--- src/rtl/ariane_axi_pkg.sv ---
// AXI4 read-channel types shared by the Ariane read-port arbiter and its requesters.
// Latency: none (types and constants only).
// Backpressure: not applicable.
package ariane_axi_pkg;

    localparam int unsigned AxiAddrWidth = 64;
    localparam int unsigned AxiDataWidth = 64;
    localparam int unsigned AxiIdWidth   = 4;

    // Default number of requesters sharing the read port (I-cache + D-cache refill).
    localparam int unsigned RdArbNumReq = 2;

    typedef struct packed {
        logic [AxiIdWidth-1:0]   id;
        logic [AxiAddrWidth-1:0] addr;
        logic [7:0]              len;
        logic [2:0]              size;
        logic [1:0]              burst;
        logic                    lock;
        logic [3:0]              cache;
        logic [2:0]              prot;
        logic [3:0]              qos;
        logic [3:0]              region;
    } m_ar_chan_t;

    typedef struct packed {
        logic [AxiIdWidth-1:0]   id;
        logic [AxiDataWidth-1:0] data;
        logic [1:0]              resp;
        logic                    last;
    } m_r_chan_t;

    typedef enum logic [1:0] {
        IDLE = 2'd0,
        ADDR = 2'd1,
        DATA = 2'd2
    } rd_arb_state_e;

endpackage

--- src/rtl/ariane_axi_rd_arbiter_rr_pick.sv ---
// Round-robin priority picker: first set valid bit at or above rr_ptr, wrapping.
// Latency: purely combinational.
// Backpressure: none; the caller decides when the grant is consumed.
module ariane_axi_rd_arbiter_rr_pick #(
    parameter int unsigned NumReq = 2,
    parameter int unsigned IdxW   = $clog2(NumReq)
) (
    input  logic [NumReq-1:0] valid_i,
    input  logic [IdxW-1:0]   rr_ptr_i,
    output logic [NumReq-1:0] gnt_o,
    output logic [IdxW-1:0]   idx_o,
    output logic              any_o
);

    // Scan NumReq candidates starting at rr_ptr; the first valid one wins.
    always_comb begin
        int unsigned cand;
        gnt_o = '0;
        idx_o = '0;
        any_o = 1'b0;
        cand  = 0;
        for (int unsigned k = 0; k < NumReq; k++) begin
            cand = (32'(rr_ptr_i) + k) % NumReq;
            if (!any_o && valid_i[cand]) begin
                any_o       = 1'b1;
                gnt_o[cand] = 1'b1;
                idx_o       = IdxW'(cand);
            end
        end
    end

endmodule

--- src/rtl/ariane_axi_rd_arbiter.sv ---
// Round-robin arbiter sharing one AXI4 read port; one transaction in flight at a time.
// Latency: AR accepted in cycle N appears downstream in N+1; R beats pass through combinationally.
// Backpressure: R ready follows the granted requester's ready; AR ready only in IDLE.
module ariane_axi_rd_arbiter
    import ariane_axi_pkg::*;
#(
    parameter int unsigned NumReq   = RdArbNumReq,
    parameter int unsigned CntWidth = 9
) (
    input  logic                    clk_i,
    input  logic                    rst_i,
    input  m_ar_chan_t [NumReq-1:0] req_ar_i,
    input  logic [NumReq-1:0]       req_ar_valid_i,
    output logic [NumReq-1:0]       req_ar_ready_o,
    output m_r_chan_t               req_r_o,
    output logic [NumReq-1:0]       req_r_valid_o,
    input  logic [NumReq-1:0]       req_r_ready_i,
    output m_ar_chan_t              mst_ar_o,
    output logic                    mst_ar_valid_o,
    input  logic                    mst_ar_ready_i,
    input  m_r_chan_t               mst_r_i,
    input  logic                    mst_r_valid_i,
    output logic                    mst_r_ready_o,
    output logic                    busy_o,
    output logic                    err_o
);

    localparam int unsigned IdxW = $clog2(NumReq);

    rd_arb_state_e       state_q, state_d;
    logic [IdxW-1:0]     rr_ptr_q, rr_ptr_d;
    logic [IdxW-1:0]     sel_q, sel_d;
    logic [CntWidth-1:0] beat_cnt_q, beat_cnt_d;
    m_ar_chan_t          ar_q, ar_d;
    logic                err_q, err_d;

    logic [NumReq-1:0]   pick_gnt;
    logic [IdxW-1:0]     pick_idx;
    logic                pick_any;

    logic                in_data;
    logic                r_hs;
    logic [CntWidth-1:0] exp_beats;
    logic [CntWidth-1:0] beats_now;
    logic                id_err;
    logic                cnt_err;

    ariane_axi_rd_arbiter_rr_pick #(
        .NumReq (NumReq),
        .IdxW   (IdxW)
    ) u_rr_pick (
        .valid_i  (req_ar_valid_i),
        .rr_ptr_i (rr_ptr_q),
        .gnt_o    (pick_gnt),
        .idx_o    (pick_idx),
        .any_o    (pick_any)
    );

    // Channel routing: AR grant in IDLE, R steered only to the granted requester in DATA.
    always_comb begin
        in_data        = (state_q == DATA);
        req_ar_ready_o = (state_q == IDLE && !rst_i) ? pick_gnt : '0;
        mst_ar_o       = ar_q;
        mst_ar_valid_o = (state_q == ADDR);
        req_r_o        = mst_r_i;
        req_r_valid_o  = '0;
        if (in_data) begin
            req_r_valid_o[sel_q] = mst_r_valid_i;
        end
        mst_r_ready_o  = in_data & req_r_ready_i[sel_q];
        r_hs           = mst_r_ready_o & mst_r_valid_i;
        busy_o         = (state_q != IDLE);
        err_o          = err_q;
    end

    // Protocol checks against the latched AR: wrong ID, short/long burst at LAST,
    // or surplus beats past the announced length.
    always_comb begin
        exp_beats = CntWidth'(ar_q.len) + CntWidth'(1);
        beats_now = beat_cnt_q + CntWidth'(1);
        id_err    = (mst_r_i.id != ar_q.id);
        cnt_err   = mst_r_i.last ? (beats_now != exp_beats) : (beat_cnt_q >= exp_beats);
    end

    // Next-state logic for the IDLE -> ADDR -> DATA -> IDLE transaction cycle.
    always_comb begin
        state_d    = state_q;
        rr_ptr_d   = rr_ptr_q;
        sel_d      = sel_q;
        beat_cnt_d = beat_cnt_q;
        ar_d       = ar_q;
        err_d      = 1'b0;
        case (state_q)
            IDLE: begin
                if (pick_any) begin
                    ar_d       = req_ar_i[pick_idx];
                    sel_d      = pick_idx;
                    beat_cnt_d = '0;
                    state_d    = ADDR;
                end
            end
            ADDR: begin
                if (mst_ar_ready_i) begin
                    state_d = DATA;
                end
            end
            DATA: begin
                if (r_hs) begin
                    // Saturate so a runaway slave cannot wrap the counter back into range.
                    if (beat_cnt_q != '1) begin
                        beat_cnt_d = beats_now;
                    end
                    err_d = id_err | cnt_err;
                    if (mst_r_i.last) begin
                        state_d  = IDLE;
                        rr_ptr_d = (sel_q == IdxW'(NumReq - 1)) ? '0 : sel_q + IdxW'(1);
                    end
                end
            end
            default: state_d = IDLE;
        endcase
    end

    // State registers; reset abandons any transaction in flight.
    always_ff @(posedge clk_i) begin
        if (rst_i) begin
            state_q    <= IDLE;
            rr_ptr_q   <= '0;
            sel_q      <= '0;
            beat_cnt_q <= '0;
            ar_q       <= '0;
            err_q      <= 1'b0;
        end else begin
            state_q    <= state_d;
            rr_ptr_q   <= rr_ptr_d;
            sel_q      <= sel_d;
            beat_cnt_q <= beat_cnt_d;
            ar_q       <= ar_d;
            err_q      <= err_d;
        end
    end

endmodule

--- config.mk ---
export PLATFORM = sky130hd
export DESIGN_NAME = ariane_axi_rd_arbiter
export DESIGN_NICKNAME = d
export VERILOG_FILES = /design/src/rtl/ariane_axi_pkg.sv /design/src/rtl/ariane_axi_rd_arbiter_rr_pick.sv /design/src/rtl/ariane_axi_rd_arbiter.sv
export SDC_FILE = /design/constraint.sdc
export NUM_CORES = 1
export LEC_CHECK = 0
export ABC_CLOCK_PERIOD_IN_PS = 2800
export CAP_MARGIN = 20
export CORE_AREA = 4 4 170 172
export DETAILED_ROUTE_END_ITERATION = 8
export DIE_AREA = 0 0 174 176
export GPL_ROUTABILITY_DRIVEN = 1
export PLACE_DENSITY = 0.59
export SLEW_MARGIN = 40
export SYNTH_ARGS = -nofsm -noshare
export SYNTH_HDL_FRONTEND = slang
export SYNTH_SLANG_ARGS = --single-unit
--- constraint.sdc ---
create_clock -name clk_i -period 2.8 [get_ports clk_i]
set_clock_uncertainty 0.1 [all_clocks]
set_input_delay 0.56 -clock clk_i [delete_from_list [all_inputs] [get_ports clk_i]]
set_output_delay 0.56 -clock clk_i [all_outputs]
set_load 0.02 [all_outputs]
Word-level counts from Yosys, hierarchy flattened
Cells that the tools add are included.
{"block": "op_classes", "n_mux": 33, "order_cmp": 8, "eq_ne": 10, "n_bitwise": 7, "add_sub_neg": 4, "n_reduce_logical": 15}
{"operator": "97-bit 2-to-1 mux", "count": 2}
{"operator": "9-bit 2-to-1 mux", "count": 3}
{"operator": "9-bit case mux with 2 select lines", "count": 1}
{"operator": "2-bit 2-to-1 mux", "count": 8}
{"operator": "1-bit 2-to-1 mux", "count": 15}
{"operator": "8-bit by 1-bit adder with 9-bit output (second input constant)", "count": 1}
{"operator": "9-bit by 1-bit adder with 9-bit output (second input constant)", "count": 1}
{"operator": "9-bit greater-or-equal comparator", "count": 1}
{"operator": "9-bit inequality test", "count": 1}
{"operator": "9-bit inequality test (second input constant)", "count": 1}
{"operator": "1-bit by 2-bit less-than comparator with 1-bit output (second input constant)", "count": 4}
{"operator": "4-bit AND reduction", "count": 2}
{"operator": "2-bit by 1-bit inequality test with 1-bit output (second input constant)", "count": 3}
{"operator": "2-bit case mux with 3 select lines", "count": 1}
{"operator": "1-bit logical AND", "count": 5}
{"operator": "2-bit inequality test (second input constant)", "count": 2}
{"operator": "4-bit inequality test", "count": 1}
{"operator": "2-bit nonzero test", "count": 2}
{"operator": "1-bit demux with 1-bit select", "count": 3}
{"operator": "1-bit greater-or-equal comparator (second input constant)", "count": 3}
{"operator": "3-bit AND reduction", "count": 1}
{"operator": "3-bit OR reduction", "count": 1}
{"operator": "1-bit adder (second input constant)", "count": 2}
{"operator": "1-bit bitwise AND", "count": 2}
{"operator": "9 further kinds", "count": 11}
{"block": "word_totals", "reg_bits": 111, "out_inout_bits": 176, "elab_cells": 92}

Depth between registers and ports, before layout
Gate-level depths: netlist (run 1).
{"block": "depth", "word_depth": 8, "depth_mapped": 10, "mapped_depth_nobuf": 10}

Cells and area by module
A second synthesis (run 1) with hierarchy kept.
{"block": "unflattened", "hier_cells": 673, "hier_area_um2": 6027.0}
{"module": "ariane_axi_rd_arbiter", "seq_area_each_um2": 2222.1, "cells_per_inst": 668, "area_each_um2": 5994.5, "instances": 1}
{"module": "ariane_axi_rd_arbiter_rr_pick", "seq_area_each_um2": 0.0, "cells_per_inst": 5, "area_each_um2": 32.5, "instances": 1}

Least setup slack after synthesis (run 1)
Ideal clock, no wire load.
{"block": "synth_path", "kind": "input to output", "from": "input rst_i", "to": "output req_ar_ready_o[0]", "t_required_ps": 2140, "slack_ps": 289, "cell_stages": 2, "t_arrival_ps": 1851, "cell_sequence": "clkbuf_1 -> a2111oi_0"}
{"block": "synth_between", "elab_chain_len": 3}
{"element": "start, declared", "line": "ariane_axi_rd_arbiter.sv:11", "rtl": "input logic rst_i,"}
{"element": "1-bit logical NOT", "line": "ariane_axi_rd_arbiter.sv:62", "rtl": "req_ar_ready_o = (state_q == IDLE && !rst_i) ? pick_gnt : '0;"}
{"element": "1-bit logical AND", "line": "ariane_axi_rd_arbiter.sv:62"}
{"element": "2-bit 2-to-1 mux", "line": "ariane_axi_rd_arbiter.sv:62"}
{"element": "end, declared", "line": "ariane_axi_rd_arbiter.sv:14", "rtl": "output logic [NumReq-1:0] req_ar_ready_o,"}
Every way passes these cells.

Final worst setup path (run 1)
{"block": "layout_path", "from": "input req_r_ready_i[1]", "to": "output mst_r_ready_o"}
{"block": "layout_between", "elab_chain_len": 3}
{"element": "start, declared", "line": "ariane_axi_rd_arbiter.sv:17", "rtl": "input logic [NumReq-1:0] req_r_ready_i,"}
{"element": "1-bit 2-to-1 mux (not written as such) (2 in series)", "line": "ariane_axi_rd_arbiter.sv:70", "rtl": "mst_r_ready_o = in_data & req_r_ready_i[sel_q];"}
{"element": "1-bit bitwise AND", "line": "ariane_axi_rd_arbiter.sv:70"}
{"element": "end, declared", "line": "ariane_axi_rd_arbiter.sv:23", "rtl": "output logic mst_r_ready_o,"}
Every way passes these cells. The select of a mux whose other input is x is not followed.

==> impl_metrics.env, run 1 <==
export IMPL_final_setup_viol_count=0
export IMPL_synth_common_cells="nor2_1 (113), dfxtp_1 (111), mux2i_1 (98)"
export IMPL_run_status="finished, final reports clean"
export IMPL_gp_congestion=0.778
export IMPL_totalWireLength_um=21200
export IMPL_starting_density_of_the_core=0.228
export IMPL_drtPass1Iterations=6
export IMPL_worst_r2r_setup_slack_ns=0.30
export IMPL_syn_area_per_cell_um2=9.52
export IMPL_worst_path_most_repeated_cell="clkdlybuf4s50_1"
export IMPL_relSlewSlack=0.450
export IMPL_clock_sinks=111
export IMPL_clock_buffer_count_from_cts=9
export IMPL_fmax_mhz=392
export IMPL_clk_pin_slew_worst_paths_ns=0.07
export IMPL_via_count=5380
export IMPL_ys_top_cells_by_area="dfxtp_1 (35%), mux2i_1 (16%), buf_4 (9.5%)"
export IMPL_whs_path_depth=2
export IMPL_synth_edf_count=0
export IMPL_critPathRequiredTime_ns=2.14
export IMPL_core_um2=27500
export IMPL_n_antenna_cell=0
export IMPL_synth_most_common_cell="nor2_1"
export IMPL_clock_latency_ns=0.35
export IMPL_die_height_um=176
export IMPL_max_vdd_ir_drop_uv=202
export IMPL_critical_path_top_delay_family="buffers and inverters"
export IMPL_clock_tree_buffer_depth=2
export IMPL_grt_setup_unrepaired="no"
export IMPL_drive_above_1_share=0.109
export IMPL_crit_path_top_delay_cell="clkdlybuf4s50_1"
export IMPL_flow_area_growth_from_synthesis_pct=52.6
export IMPL_synthesis_area_um2=6270
export IMPL_grt_first_pass_wirelength_um=31800
export IMPL_grt_start_max_net_pins=95
export IMPL_grtUsageTotal=0.132
export IMPL_io_buffers=316
export IMPL_worstPathArrival_ns=1.89
export IMPL_synthDominantAreaCellType="dfxtp_1"
export IMPL_final_nets=1175
export IMPL_total_power_w=0.00485
export IMPL_io_pins=449
export IMPL_drtIter0Drc=227
export IMPL_crit_reg2reg_capture="beat_cnt_q[6]"
export IMPL_die_w_um=174
export IMPL_reg2reg_from="beat_cnt_q[0]"
export IMPL_worst_pin_slew_ns=0.826
export IMPL_cts_post_setup_buffers_inserted=0
export IMPL_post_synth_top_area_fraction=0.354
export IMPL_placementRows=61
export IMPL_sequential_cell_area_um2=2220
export IMPL_power_leakage_nw=3.94
export IMPL_critPathBufInv=2
export IMPL_hold_path_startpoint="rst_i"
export IMPL_avgRoutedWirePerCell_um=17.0
export IMPL_final_period_minus_worst_setup_slack_ns=2.55
export IMPL_first_global_vias=5442
export IMPL_dieArea_um2=30600
export IMPL_crit_path_start_kind="primary input"
export IMPL_final_hold_viol_count=0
export IMPL_postRouteAntennaNets=0
export IMPL_cts_root_buf="clkbuf_16"
export IMPL_report_final_slew_viol_count=0
export IMPL_synthesis_yosys_warnings=0
export IMPL_finalCoreUtilization=0.349
export IMPL_p_per_area_nw_per_um2=506
export IMPL_min_to="mst_ar_o[86]"
export IMPL_critPathCaptureType="primary output"
export IMPL_hpwl_um=16500
export IMPL_synthCells=659
export IMPL_worst_hold_path_type="in2reg"
export IMPL_synth_flop_cell="dfxtp_1"
export IMPL_synth_cell_types=47
export IMPL_slowest_delay_ns=0.56
export IMPL_antenna_found_initial=0
export IMPL_timing_critical_path_fanout_max=4
export IMPL_worst_r2r_path_depth=10
export IMPL_remaining_drc_errors=0
export IMPL_hold_worst_slack_ns=0.357
export IMPL_path_class="in2out"
export IMPL_multi_input_comb_area_um2=3260
export IMPL_yosysSeqAreaShare=0.354
export IMPL_cts_htree_levels=3
export IMPL_timing_final_crit_share=0.912
export IMPL_fillerInstances=2824
export IMPL_avgViaCountPerCell=4.34
export IMPL_mappedNetlistNets=944
export IMPL_cp_cell_sequence="clkdlybuf4s50_1 -> mux2i_1 -> nor2_1 -> clkdlybuf4s50_1"
export IMPL_max_cap_violations=0
export IMPL_tritoncts="yes"
export IMPL_async_reset_ff_frac=0
export IMPL_global_route_overflow_total=0
export IMPL_yosys_register_bits=111
[worst max path at each step]
| stage | start | endpoint | slack, ns | depth (start not counted) |
|---|---|---|---|---|
| after floorplan | rst_i | req_ar_ready_o[0] | 0.29 | 2 |
| after global placement | mst_r_i[70] | err_o | -0.08 | 7 |
| after detailed placement | mst_r_i[70] | err_o | -0.11 | 7 |
| after CTS | req_ar_valid_i[0] | req_ar_ready_o[1] | 0.01 | 6 |
| after global routing | mst_ar_o[24] | err_o | 0.04 | 10 |
| final | req_r_ready_i[1] | mst_r_ready_o | 0.25 | 4 |
[metal layers]
layer,routed length (um),GRT usage,vias to the layer above
li1,-,-,2730
met5,0,0,-
met3,1630,0.0475,24
met1,8710,0.158,2455
met2,10400,0.222,171
met4,380,0.0389,0
[stage by stage]
stage | worst slack (ns) | area [um2] | TNS, ns | std cells
finish | 0.247 | 9580 | 0 | 1241
global route | 0.0388 | 9580 | 0 | 1241
CTS | 0.0111 | 9570 | 0 | 1241
detailed placement | -0.112 | 9300 | -0.185 | 1225
global placement | -0.0831 | 9300 | -0.119 | 1225
floorplan | 0.289 | 6270 | 0 | 659
[power breakdown]
part / switching [W] / internal [W]
Clock: 0.000668 / 0.000622
Combinational: 0.000822 / 0.000857
Sequential: 0.000117 / 0.00176
[cell usage in the layout (no fill, tap or decap), types with 2 or more instances in the layout]
cell type / instances
nor2b_1: 2
o21ai_0: 3
xnor2_1: 11
a21o_1: 2
a211oi_2: 40
inv_6: 3
or2_2: 3
a21oi_1: 11
buf_4: 19
ha_1: 12
nand2b_1: 2
nand3_2: 2
nor2_1: 113
clkbuf_16: 9
nand3_1: 6
inv_1: 8
nand4_1: 6
nand2_1: 11
dfxtp_1: 111
a211oi_1: 58
and3_1: 2
nor3_1: 6
clkdlybuf4s50_1: 313
buf_12: 3
mux2i_1: 98
xor2_1: 9
xnor2_2: 3
[state kept, by name, indices dropped and copies added, names as in the netlist]
signal      cells
rr_ptr_q        1
state_q         2
mst_ar_o       97
beat_cnt_q      9
sel_q           1
err_o           1
[repair_timing]
| item | CTS | global route |
|---|---|---|
| hold buffers | 0 | 0 |
| resized for setup | 1 | 2 |
| setup endpoints to repair | 1 | 2 |
[logic make-up after synthesis]
family / synth area share
and+or+nand+nor: 0.121
adders and majority gates: 0.0239
muxes: 0.156
buffers and inverters: 0.129
DFF: 0.354
AOI/OAI and AO/OA: 0.177
xor gates and xnor gates: 0.0383
[cell type report]
class	instances	area share
repair buffers	337	0.351
multi-input cells	423	0.340
flip-flops and latches	111	0.232
well taps	346	0.0452
clock buffers	10	0.0239
clock inverters	6	0.00523
inverters	8	0.00314
Note: power is estimated with default switching activity, not from simulation.
==> run 2, diff against run 1 <==
Settings changed: CORE_AREA 4 4 170 172 to 5 5 171 173, DIE_AREA 0 0 174 176 to 0 0 176 178.
==> run 2 against run 1 <==
  * Setup slack got worse by 0.095 ns
  * Design area rose by 1.2%
  * Wire length fell by 0.76%
  * Largest power group unchanged
==> impl_metrics.env, run 2 (same netlist as run 1, synthesis figures left out) <==
export IMPL_run_status="finished, final reports clean"
export IMPL_grt_first_pass_wirelength_um=30900
export IMPL_clock_latency_ns=0.35
export IMPL_slowest_delay_ns=0.48
export IMPL_max_cap_violations=0
export IMPL_final_setup_viol_count=0
export IMPL_timing_critical_path_fanout_max=2
export IMPL_placement_setup_worst_slack_ns=-0.143
export IMPL_ctsResizeCount=3
export IMPL_hold_path_startpoint="rst_i"
export IMPL_timing_final_crit_share=0.946
export IMPL_reg2reg_from="mst_ar_o[24]"
export IMPL_avgRoutedWirePerCell_um=16.9
export IMPL_grt_setup_unrepaired="no"
export IMPL_antenna_found_initial=0
export IMPL_postRouteAntennaNets=0
export IMPL_final_standard_cell_count_with_taps_included_and_fillers_excluded=1245
export IMPL_grt_start_max_net_pins=103
export IMPL_totalWireLength_um=21000
export IMPL_relSlewSlack=0.451
export IMPL_gp_congestion=0.776
export IMPL_setup_total_negative_slack_ns=0
export IMPL_fmax_mhz=378
export IMPL_crit_path_start_kind="primary input"
export IMPL_via_count=5385
export IMPL_layout_cells_most_common_list="clkdlybuf4s50_1 (313), nor2_1 (113), dfxtp_1 (111)"
export IMPL_hpwl_um=16500
export IMPL_n_antenna_cell=0
export IMPL_cts_post_setup_buffers_inserted=0
export IMPL_largest_register_ffs=97
export IMPL_flow_area_growth_from_synthesis_pct=54.4
export IMPL_die_height_um=178
export IMPL_starting_density_of_the_core=0.228
export IMPL_clock_sinks=111
export IMPL_total_power_w=0.00496
export IMPL_first_global_vias=5348
export IMPL_global_route_overflow_total=0
export IMPL_power_leakage_nw=3.99
export IMPL_worst_hold_path_type="in2reg"
export IMPL_dieArea_um2=31300
export IMPL_path_class="in2out"
export IMPL_final_period_minus_worst_setup_slack_ns=2.65
export IMPL_core_um2=27500
export IMPL_postCtsHoldBufs=0
export IMPL_remaining_drc_errors=0
export IMPL_setup_worst_path_start="req_ar_valid_i[0]"
export IMPL_max_vdd_ir_drop_uv=209
export IMPL_worstPathArrival_ns=1.99
export IMPL_cts_htree_levels=3
export IMPL_cp_cell_sequence="clkdlybuf4s50_1 -> inv_1 -> a2111oi_1 -> buf_4 -> dlygate4sd2_1"
export IMPL_final_hold_viol_count=0
export IMPL_worst_pin_slew_ns=0.823
export IMPL_place_detailed_instances=1230
export IMPL_tritoncts="yes"
export IMPL_critPathRequiredTime_ns=2.14
export IMPL_avgViaCountPerCell=4.33
export IMPL_report_final_slew_viol_count=0
export IMPL_finalCoreUtilization=0.353
export IMPL_p_per_area_nw_per_um2=512
export IMPL_grtUsageTotal=0.127
export IMPL_clock_tree_buffer_depth=2
export IMPL_die_w_um=176
export IMPL_io_buffers=316
export IMPL_drtIter0Drc=163
export IMPL_clock_buffer_count_from_cts=9
export IMPL_crit_path_top_delay_cell="clkdlybuf4s50_1"
export IMPL_final_nets=1180
export IMPL_leading_cell_type_in_the_layout_fill_and_taps_excluded="clkdlybuf4s50_1"
export IMPL_io_pins=449
export IMPL_drive_above_1_share=0.115
export IMPL_clk_pin_slew_worst_paths_ns=0.07
export IMPL_critPathCaptureType="primary output"
export IMPL_cts_root_buf="clkbuf_16"
export IMPL_placementRows=61
export IMPL_layout_setup_ws_ns=0.152
export IMPL_drtPass1Iterations=4
[run 2: layer usage]
layer / part of all wire / GRT usage
met5: 0 / 0
met2: 0.51 / 0.219
met3: 0.074 / 0.0441
met4: 0.014 / 0.0354
met1: 0.40 / 0.149
[run 2: cell type report]
cell class | count | area, um2
Multi-Input combinational cell | 423 | 3260
Clock buffer | 10 | 239
Fill cell | 2849 | 17800
Clock inverter | 5 | 66.3
Inverter | 8 | 30.0
Tap cell | 346 | 433
Sequential cell | 111 | 2220
Timing Repair Buffer | 342 | 3440
[run 2: report_power, final]
part | total (W) | internal, W | switching (W)
logic | 0.00172 | 0.000890 | 0.000834
clock network | 0.00136 | 0.000727 | 0.000635
registers | 0.00187 | 0.00176 | 0.000109
total | 0.00496 | 0.00338 | 0.00158
[run 2: worst paths after layout]
| kind | endpoint | slack (ns) | cells past startpoint |
|---|---|---|---|
| max | req_ar_ready_o[0] | 0.15 | 5 |
| min | state_q[0] | 0.37 | 2 |
| max reg2reg | err_o | 0.30 | 10 |
| min reg2reg | beat_cnt_q[8] | 0.39 | 2 |
[run 2: metrics by stage]
stage               hold WS, ns  area [um2]
global route              0.347        9690
CTS                       0.343        9690
detailed placement        0.381        9380
global placement          0.371        9380
finish                    0.366        9690
floorplan                 0.354        6270
[run 2: critical path, delay by kind of cell]
family	cells	cell delay [ns]
AO/OA/AOI/OAI	1	0.38
buffers and inverters	4	1.05
==> run 3, diff against run 2 <==
Settings changed: CORE_AREA 5 5 171 173 to 3 3 174 176, DIE_AREA 0 0 176 178 to 0 0 177 179, PLACE_DENSITY 0.59 to 0.56, SKIP_LAST_GASP set to 1.
==> run 3 against run 2 <==
  * Register-to-register slack worse by 0.08 ns
  * Via count increased by 0.69%
  * Largest power group unchanged
  * Worst hold slack got worse by 0.030 ns
==> impl_metrics.env, run 3 (same netlist as run 1, synthesis figures left out) <==
export IMPL_max_vdd_ir_drop_uv=298
export IMPL_worst_r2r_path_depth=11
export IMPL_starting_density_of_the_core=0.218
export IMPL_critPathCaptureType="flip-flop"
export IMPL_power_leakage_nw=3.93
export IMPL_clk_pin_slew_worst_paths_ns=0.08
export IMPL_timing_critical_path_fanout_max=7
export IMPL_drive_above_1_share=0.107
export IMPL_final_nets=1171
export IMPL_reg2reg_from="mst_ar_o[23]"
export IMPL_worstPathArrival_ns=2.70
export IMPL_grt_most_used_layer="met2"
export IMPL_gr_usage_met1=0.147
export IMPL_placement_setup_worst_slack_ns=-0.0894
export IMPL_clock_buffer_count_from_cts=9
export IMPL_hpwl_um=16000
export IMPL_relSlewSlack=0.507
export IMPL_cts_root_buf="clkbuf_16"
export IMPL_worst_pin_slew_ns=0.739
export IMPL_timing_final_crit_share=0.922
export IMPL_cts_htree_levels=3
export IMPL_worst_r2r_setup_slack_ns=0.22
export IMPL_postRouteAntennaNets=0
export IMPL_slowest_delay_ns=0.47
export IMPL_min_to="state_q[1]"
export IMPL_drtPass1Iterations=5
export IMPL_use_met2=0.213
export IMPL_grt_setup_unrepaired="no"
export IMPL_hold_worst_slack_ns=0.336
export IMPL_dieArea_um2=31700
export IMPL_die_height_um=179
export IMPL_multi_input_comb_area_um2=3260
export IMPL_largest_register_ffs=97
export IMPL_grt_util_met3=0.0462
export IMPL_crit_path_top_delay_cell="dfxtp_1"
export IMPL_flow_area_growth_from_synthesis_pct=53.4
export IMPL_path_class="reg2reg"
export IMPL_drtIter0Drc=196
export IMPL_grtUsageTotal=0.125
export IMPL_max_cap_violations=0
export IMPL_layout_setup_ws_ns=0.219
export IMPL_avgRoutedWirePerCell_um=16.4
export IMPL_remaining_drc_errors=0
export IMPL_first_global_vias=5352
export IMPL_fmax_mhz=387
export IMPL_via_count=5422
export IMPL_run_status="finished, final reports clean"
export IMPL_whs_path_depth=2
export IMPL_clock_sinks=111
export IMPL_fillerInstances=2945
export IMPL_n_antenna_cell=0
export IMPL_layout_cells_most_common_list="clkdlybuf4s50_1 (313), nor2_1 (113), dfxtp_1 (111)"
export IMPL_clock_tree_buffer_depth=2
export IMPL_antenna_found_initial=0
export IMPL_critPathRequiredTime_ns=2.92
export IMPL_placementRows=62
export IMPL_core_um2=28800
export IMPL_totalWireLength_um=20900
export IMPL_grt_first_pass_wirelength_um=30800
export IMPL_io_pins=449
export IMPL_clock_latency_ns=0.35
export IMPL_finish_instance_area_um2=9620
export IMPL_sequential_cell_area_um2=2220
export IMPL_p_per_area_nw_per_um2=507
export IMPL_cp_cell_sequence="and3_1 -> nand3_1 -> xor2_1 -> ha_1 -> a21oi_1 -> o21ai_0 -> nor3_1 -> o21ai_0 -> a2111oi_1 -> buf_4 -> a2111oi_2"
export IMPL_grt_start_max_net_pins=99
export IMPL_crit_reg2reg_capture="err_o"
export IMPL_final_period_minus_worst_setup_slack_ns=2.58
export IMPL_report_final_slew_viol_count=0
export IMPL_finalCoreUtilization=0.334
export IMPL_final_hold_viol_count=0
export IMPL_die_w_um=177
export IMPL_postPlaceCellArea_um2=9320
export IMPL_gp_congestion=0.762
export IMPL_avgViaCountPerCell=4.25
export IMPL_crit_path_start_kind="flip-flop"
export IMPL_final_setup_viol_count=0
export IMPL_leading_cell_type_in_the_layout_fill_and_taps_excluded="clkdlybuf4s50_1"
export IMPL_hold_path_startpoint="rst_i"
export IMPL_io_buffers=316
export IMPL_global_route_overflow_total=0
export IMPL_tritoncts="yes"
export IMPL_worst_path_most_repeated_cell="o21ai_0"
export IMPL_worst_hold_path_type="in2reg"
## run 3: changes by cell type in the layout (fill, tap and decap cells not counted), sizes merged
cell | previous run | this run
bufinv | 1 | 0
clkbuf | 10 | 9
clkinvlp | 1 | 0
buf | 27 | 18
clkinv | 1 | 2
inv | 10 | 13
## run 3: area by class of cell
| type | instances | share of cell area |
|---|---|---|
| Clock buffer | 9 | 0.0234 |
| Clock inverter | 7 | 0.00650 |
| Inverter | 8 | 0.00312 |
| Multi-Input combinational cell | 423 | 0.338 |
| Sequential cell | 111 | 0.231 |
| Tap cell | 384 | 0.0499 |
| Timing Repair Buffer | 333 | 0.348 |
## run 3: power by group
| part | total, W | switching (W) | internal (W) |
|---|---|---|---|
| logic | 0.00168 | 0.000822 | 0.000857 |
| clock network | 0.00133 | 0.000696 | 0.000630 |
| registers | 0.00188 | 0.000114 | 0.00176 |
| total | 0.00488 | 0.00163 | 0.00325 |
## run 3: stage by stage
step	setup TNS (ns)	power, W	instances
detailed placement	-0.132	0.00361	1258
floorplan	0	0.00291	659
finish	0	0.00488	1275
CTS	0	0.00499	1274
global placement	-0.117	0.00360	1258
global route	0	0.00516	1275
## run 3: how the worst max path moves through the flow
stage / endpoint / startpoint / slack, ns
after floorplan: req_ar_ready_o[0] / rst_i / 0.29
after global placement: req_ar_ready_o[0] / req_ar_valid_i[0] / -0.06
after detailed placement: req_ar_ready_o[0] / req_ar_valid_i[0] / -0.09
after CTS: err_o / mst_ar_o[23] / 0.11
after global routing: err_o / mst_ar_o[23] / 0.01
final: err_o / mst_ar_o[23] / 0.22
## run 3: repair_timing
item                       in CTS  in global routing
hold buffers                    0                  0
gates resized for setup         2                  1
setup buffers                   0                  0
setup endpoints to repair       2                  1
## run 3: layer usage
layer,vias to the layer above,share of wire,wire length (um)
met1,2494,0.40,8400
met5,-,0,0
met2,196,0.50,10400
met3,22,0.081,1700
met4,0,0.019,406
li1,2710,-,-
## run 3: critical path: cells and delay by family (launching register included)
family	cells	cell delay, ns
simple gates	3	0.39
fa+ha+maj	1	0.31
buf+inv	1	0.18
compound gates	5	0.74
flops	1	0.47
xor+xnor	1	0.26
